$ cat src/rtl/mac_acc_drain.sv
`default_nettype none
// ============================================================================
// Module   : mac_acc_drain
// Snapshots four accumulator lanes and streams enabled words over valid/ready.
// Option   : define MAC_DRAIN_LAST_EN to add the dout_last_o port.
// Revision : 1.0  initial release
// ============================================================================
module mac_acc_drain #(
    parameter int MAC_MIN_WIDTH = 8,
    parameter int MAC_ACC_WIDTH = 4*MAC_MIN_WIDTH
) (
    input  logic                     clk,
    input  logic                     rst,
    input  logic [1:0]               cfg_mode_i,
    input  logic [3:0]               res_mask_i,
    input  logic [MAC_ACC_WIDTH-1:0] in0_i,
    input  logic [MAC_ACC_WIDTH-1:0] in1_i,
    input  logic [MAC_ACC_WIDTH-1:0] in2_i,
    input  logic [MAC_ACC_WIDTH-1:0] in3_i,
    input  logic                     cap_valid_i,
    output logic                     cap_ready_o,
    output logic [MAC_ACC_WIDTH-1:0] dout_o,
    output logic [1:0]               dout_idx_o,
    output logic                     dout_valid_o,
    input  logic                     dout_ready_i,
`ifdef MAC_DRAIN_LAST_EN
    output logic                     dout_last_o,
`endif
    output logic                     done_o
);

    // Lane-grouping encodings shared with the accumulator block
    localparam logic [1:0] c_MAC_SINGLE = 2'd0;
    localparam logic [1:0] c_MAC_DUAL   = 2'd1;
    localparam logic [1:0] c_MAC_QUAD   = 2'd2;

    typedef enum logic [0:0] {
        S_IDLE = 1'b0,
        S_SEND = 1'b1
    } state_t;

    state_t                   state_q;
    logic [MAC_ACC_WIDTH-1:0] snap_q [4];
    logic [3:0]               wen_q;
    logic [MAC_ACC_WIDTH-1:0] dout_q;
    logic [1:0]               idx_q;
    logic                     valid_q;
    logic                     done_q;

    logic [MAC_ACC_WIDTH-1:0] w_in [4];
    logic [3:0]               w_cap_wen;
    logic                     w_cap_fire;
    logic                     w_beat;
    logic [2:0]               w_first_scan;
    logic [2:0]               w_next_scan;

    // {found, index} of the lowest set bit of en at or above position lo
    function automatic logic [2:0] f_scan(input logic [3:0] en, input int lo);
        logic [2:0] r;
        r = 3'b000;
        for (int i = 3; i >= 0; i--) begin
            if (en[i] && (i >= lo)) begin
                r = {1'b1, 2'(i)};
            end
        end
        return r;
    endfunction

    assign w_in[0] = in0_i;
    assign w_in[1] = in1_i;
    assign w_in[2] = in2_i;
    assign w_in[3] = in3_i;

    always_comb begin
        w_cap_wen = res_mask_i;
        case (cfg_mode_i)
            c_MAC_SINGLE: w_cap_wen = res_mask_i;
            c_MAC_DUAL:   w_cap_wen = {{2{res_mask_i[1]}}, {2{res_mask_i[0]}}};
            c_MAC_QUAD:   w_cap_wen = {4{res_mask_i[0]}};
            default:      w_cap_wen = res_mask_i;
        endcase
    end

    assign cap_ready_o  = (state_q == S_IDLE);
    assign w_cap_fire   = cap_valid_i & cap_ready_o;
    assign w_beat       = valid_q & dout_ready_i;
    assign w_first_scan = f_scan(w_cap_wen, 0);
    assign w_next_scan  = f_scan(wen_q, int'(idx_q) + 1);

`ifdef MAC_DRAIN_LAST_EN
    logic       last_q;
    logic [2:0] w_first_rest;
    logic [2:0] w_next_rest;

    // A word is last when nothing enabled lies above it
    assign w_first_rest = f_scan(w_cap_wen, int'(w_first_scan[1:0]) + 1);
    assign w_next_rest  = f_scan(wen_q, int'(w_next_scan[1:0]) + 1);
    assign dout_last_o  = last_q;
`endif

    always_ff @(posedge clk) begin
        if (rst) begin
            state_q <= S_IDLE;
            for (int i = 0; i < 4; i++) begin
                snap_q[i] <= '0;
            end
            wen_q   <= 4'b0000;
            dout_q  <= '0;
            idx_q   <= 2'd0;
            valid_q <= 1'b0;
            done_q  <= 1'b0;
`ifdef MAC_DRAIN_LAST_EN
            last_q  <= 1'b0;
`endif
        end else begin
            done_q <= 1'b0;
            case (state_q)
                S_IDLE: begin
                    if (w_cap_fire) begin
                        for (int i = 0; i < 4; i++) begin
                            snap_q[i] <= w_in[i];
                        end
                        wen_q <= w_cap_wen;
                        // First word comes straight from the inputs to hit latency 1
                        if (w_first_scan[2]) begin
                            state_q <= S_SEND;
                            idx_q   <= w_first_scan[1:0];
                            dout_q  <= w_in[w_first_scan[1:0]];
                            valid_q <= 1'b1;
`ifdef MAC_DRAIN_LAST_EN
                            last_q  <= ~w_first_rest[2];
`endif
                        end else begin
                            done_q <= 1'b1;
                        end
                    end
                end
                S_SEND: begin
                    if (w_beat) begin
                        if (w_next_scan[2]) begin
                            idx_q  <= w_next_scan[1:0];
                            dout_q <= snap_q[w_next_scan[1:0]];
`ifdef MAC_DRAIN_LAST_EN
                            last_q <= ~w_next_rest[2];
`endif
                        end else begin
                            state_q <= S_IDLE;
                            valid_q <= 1'b0;
                            done_q  <= 1'b1;
`ifdef MAC_DRAIN_LAST_EN
                            last_q  <= 1'b0;
`endif
                        end
                    end
                end
                default: state_q <= S_IDLE;
            endcase
        end
    end

    assign dout_o       = dout_q;
    assign dout_idx_o   = idx_q;
    assign dout_valid_o = valid_q;
    assign done_o       = done_q;

endmodule
`default_nettype wire

$ cat config.mk
export PLATFORM = sky130hd
export DESIGN_NAME = mac_acc_drain
export DESIGN_NICKNAME = d
export VERILOG_FILES = /design/src/rtl/mac_acc_drain.sv
export SDC_FILE = /design/constraint.sdc
export NUM_CORES = 1
export LEC_CHECK = 0
export BUFFER_PORTS_ARGS = -buffer_cell sky130_fd_sc_hd__buf_4
export CAP_MARGIN = 0
export CORE_MARGIN = 2
export CORE_UTILIZATION = 35
export DETAILED_ROUTE_END_ITERATION = 6
export GPL_TIMING_DRIVEN = 0
export MAX_ROUTING_LAYER = met4
export PLACE_DENSITY = 0.61
export SYNTH_ARGS = -nofsm -noshare
export SYNTH_HDL_FRONTEND = slang
export SYNTH_SLANG_ARGS = --single-unit
$ cat constraint.sdc
create_clock -name clk -period 5.8 [get_ports clk]
set_input_delay 1.16 -clock clk [delete_from_list [all_inputs] [get_ports clk]]
set_output_delay 1.16 -clock clk [all_outputs]
set_load 0.01 [all_outputs]
==> flow_summary.json <==
{
  "outcome": "complete, no violations",
  "syn_avg_cell_area_sq_um": 10.2,
  "fmax_ghz": 0.304,
  "ant_nets": 0,
  "rsz0062_at_grt": "false",
  "root_buffer": "clkbuf_16",
  "cp_max_fo": 53,
  "syn_nets": 1043,
  "clock-skew-final_ns": 0.0107,
  "clkPwrFrac_pct": 33.7,
  "leakagePower_nw": 4.85,
  "final_cell_mix": "176 x buf_4, 161 x and3_1, 128 x edfxtp_1",
  "final-setup-viol-count": 0,
  "io-pin-count": 175,
  "synth_area_sq_um": 9220,
  "first_global_vias": 8798,
  "timing.final.crit_share_pct": 56.8,
  "drc": 0,
  "synth_compound_area_share_pct": 26.8,
  "yosysSeqAreaShare_pct": 50.4,
  "rows": 59,
  "hold_buffers": 0,
  "wire_per_inst_microns": 26.1,
  "p_int_mw": 2.34,
  "grt_pass1_wl_microns": 54900,
  "initial_core_util_pct": 35.5,
  "coreArea_sq_um": 26000,
  "first_iter_violations": 1194,
  "via_count": 9040,
  "cts_tree": "built",
  "path_clk_slew_ns": 0.07,
  "grt_antenna_before_repair": 0,
  "cellPowerDensity_nw_per_um2": 292,
  "ys_warn_count": 0,
  "hpwl_microns": 25200,
  "post_cts_buffers": 0,
  "required_ns": 5.96,
  "relSlewSlack_pct": 48.9,
  "grt_usage_pct": 27.4,
  "tns_ns": 0,
  "ir_drop_v": 0.000160,
  "nets": 1236,
  "gp_congestion": 0.908,
  "synth_top_family_by_area": "compound AO/OA/AOI/OAI gates",
  "start_kind": "input port",
  "clkLatencyLatePin_ns": 0.44,
  "synth_xor_area_share_pct": 0,
  "final.min_clock_period_ns": 3.29,
  "final_common_cell": "buf_4",
  "total_power_mw": 3.38,
  "grt_max_degree": 58,
  "synth_edf_count": 128,
  "drive_above_1_share_pct": 21.7,
  "p_sw_share_pct": 30.8,
  "routed_wl_microns": 37700,
  "clk_path_buf_depth": 2,
  "final-max-slew-violation-count": 0,
  "dieArea_sq_um": 27700,
  "ys_async_sr_fraction_pct": 0,
  "drv_cap": 0,
  "p_switching_mw": 1.04,
  "tightest_slew_ns": 0.766,
  "ys_ff_latch": 168,
  "syn-instance-count": 903,
  "synth_cell_types": 51,
  "hold_ws_ns": 0.478,
  "synthMuxAreaShare_pct": 0.149,
  "layout-area-overhead-vs-synth_pct": 25.4,
  "vias_per_cell": 6.26,
  "portBuffers": 172,
  "drt-pass1-iter-count": 5,
  "cts_made_buffers": 17,
  "yosys_most_used_dff": "edfxtp_1",
  "end_kind": "register",
  "seqPwrFrac_pct": 42.8,
  "clock_sinks": 168,
  "critPathKind": "in -> reg",
  "ctsHtreeMaxLevel": 4,
  "die_h_microns": 166,
  "dieWidth_microns": 166,
  "combPwrFrac_pct": 23.5,
  "yosys.area_share.adder_pct": 0.271,
  "finalHoldViolations": 0,
  "cts_resized": 0,
  "yosys.area_share.simple_pct": 15.8,
  "hold_class": "reg -> reg",
  "arrival_ns": 3.45,
  "overflow": 0
}
-- critical path: stages --
cell      delay (ns)
buf_4           0.12
clkbuf_1        0.20
inv_1           0.21
clkbuf_1        0.33
clkbuf_1        0.63
nand2_4         0.41
buf_16          0.33
-- metrics by stage --
stage	cells	setup WS [ns]	util (%)	cell area [sq um]
floorplan	903	0.660	-	9220
global placement	1410	-1.60	42.1	10900
detailed placement	1412	2.15	42.3	11000
CTS	1444	2.60	44.5	11600
global route	1444	2.41	44.5	11600
finish	1445	2.51	44.5	11600
-- power groups by stage --
stage	clock network [mW]	registers [mW]	logic, mW
floorplan	0	1.48	0.412
global placement	0	1.48	0.753
detailed placement	0	1.47	0.766
CTS	1.13	1.44	0.769
global route	1.19	1.45	0.831
finish	1.14	1.45	0.792
-- final cells by class --
type	count	area, sq um
plain buffers	109	464
inverters	38	143
well taps	335	419
clock buffers	19	433
diodes	1	2.50
clock inverters	13	129
fillers	2525	14400
multi-input cells	588	3980
flip-flops and latches	168	4640
repair buffers	174	1350
-- kinds of logic after synthesis --
group,Yosys count
mux,1
compound gates,346
buf+inv,147
flops,168
fa+ha+maj,2
simple gates,239
-- final timing paths --
check | slack, ns | endpoint | cells after the start | start
setup / recovery | 2.51 | snap_q[0][25] | 7 | rst
hold / removal | 0.48 | dout_o[3] | 1 | dout_o[3]
setup reg to reg | 3.26 | snap_q[2][20] | 5 | state_q
hold reg to reg | 0.48 | dout_o[3] | 1 | dout_o[3]
-- state kept, by name (all words and copies together) (netlist names) --
name and cells:
dout_o 32, done_o 1, snap_q 128, state_q 1, dout_idx_o 2, dout_valid_o 1
wen_q 3
-- per-layer routing --
| metal | track usage, % | wire length [microns] |
|---|---|---|
| met4 | 13.0 | 1320 |
| met3 | 3.84 | 3350 |
| met5 | - | 0 |
| met2 | 41.4 | 17300 |
| met1 | 36.4 | 15700 |
-- cells in the mapped netlist, types with 3 or more instances --
master    number  area share (%)
nand2_1       10            0.41
o21bai_1       3            0.24
nor2b_1        5            0.34
nor3_1         4            0.22
nand2b_1      36             2.4
a22oi_1       31             2.5
a21oi_1       37             2.0
o32a_1        31             3.4
clkbuf_1      76             3.1
a211oi_1      32             2.6
inv_1         38             1.5
buf_2         24             1.3
a31oi_1       31             2.1
o21ai_0       98             5.3
edfxtp_1     128              42
buf_4          4            0.33
dfxtp_1       40             8.7
nand3_1        4            0.22
and3_1       161              11
nor2_1        10            0.41
a311oi_1      31             2.9
a32o_1        31             3.4
(Power assumes the default switching activity.)
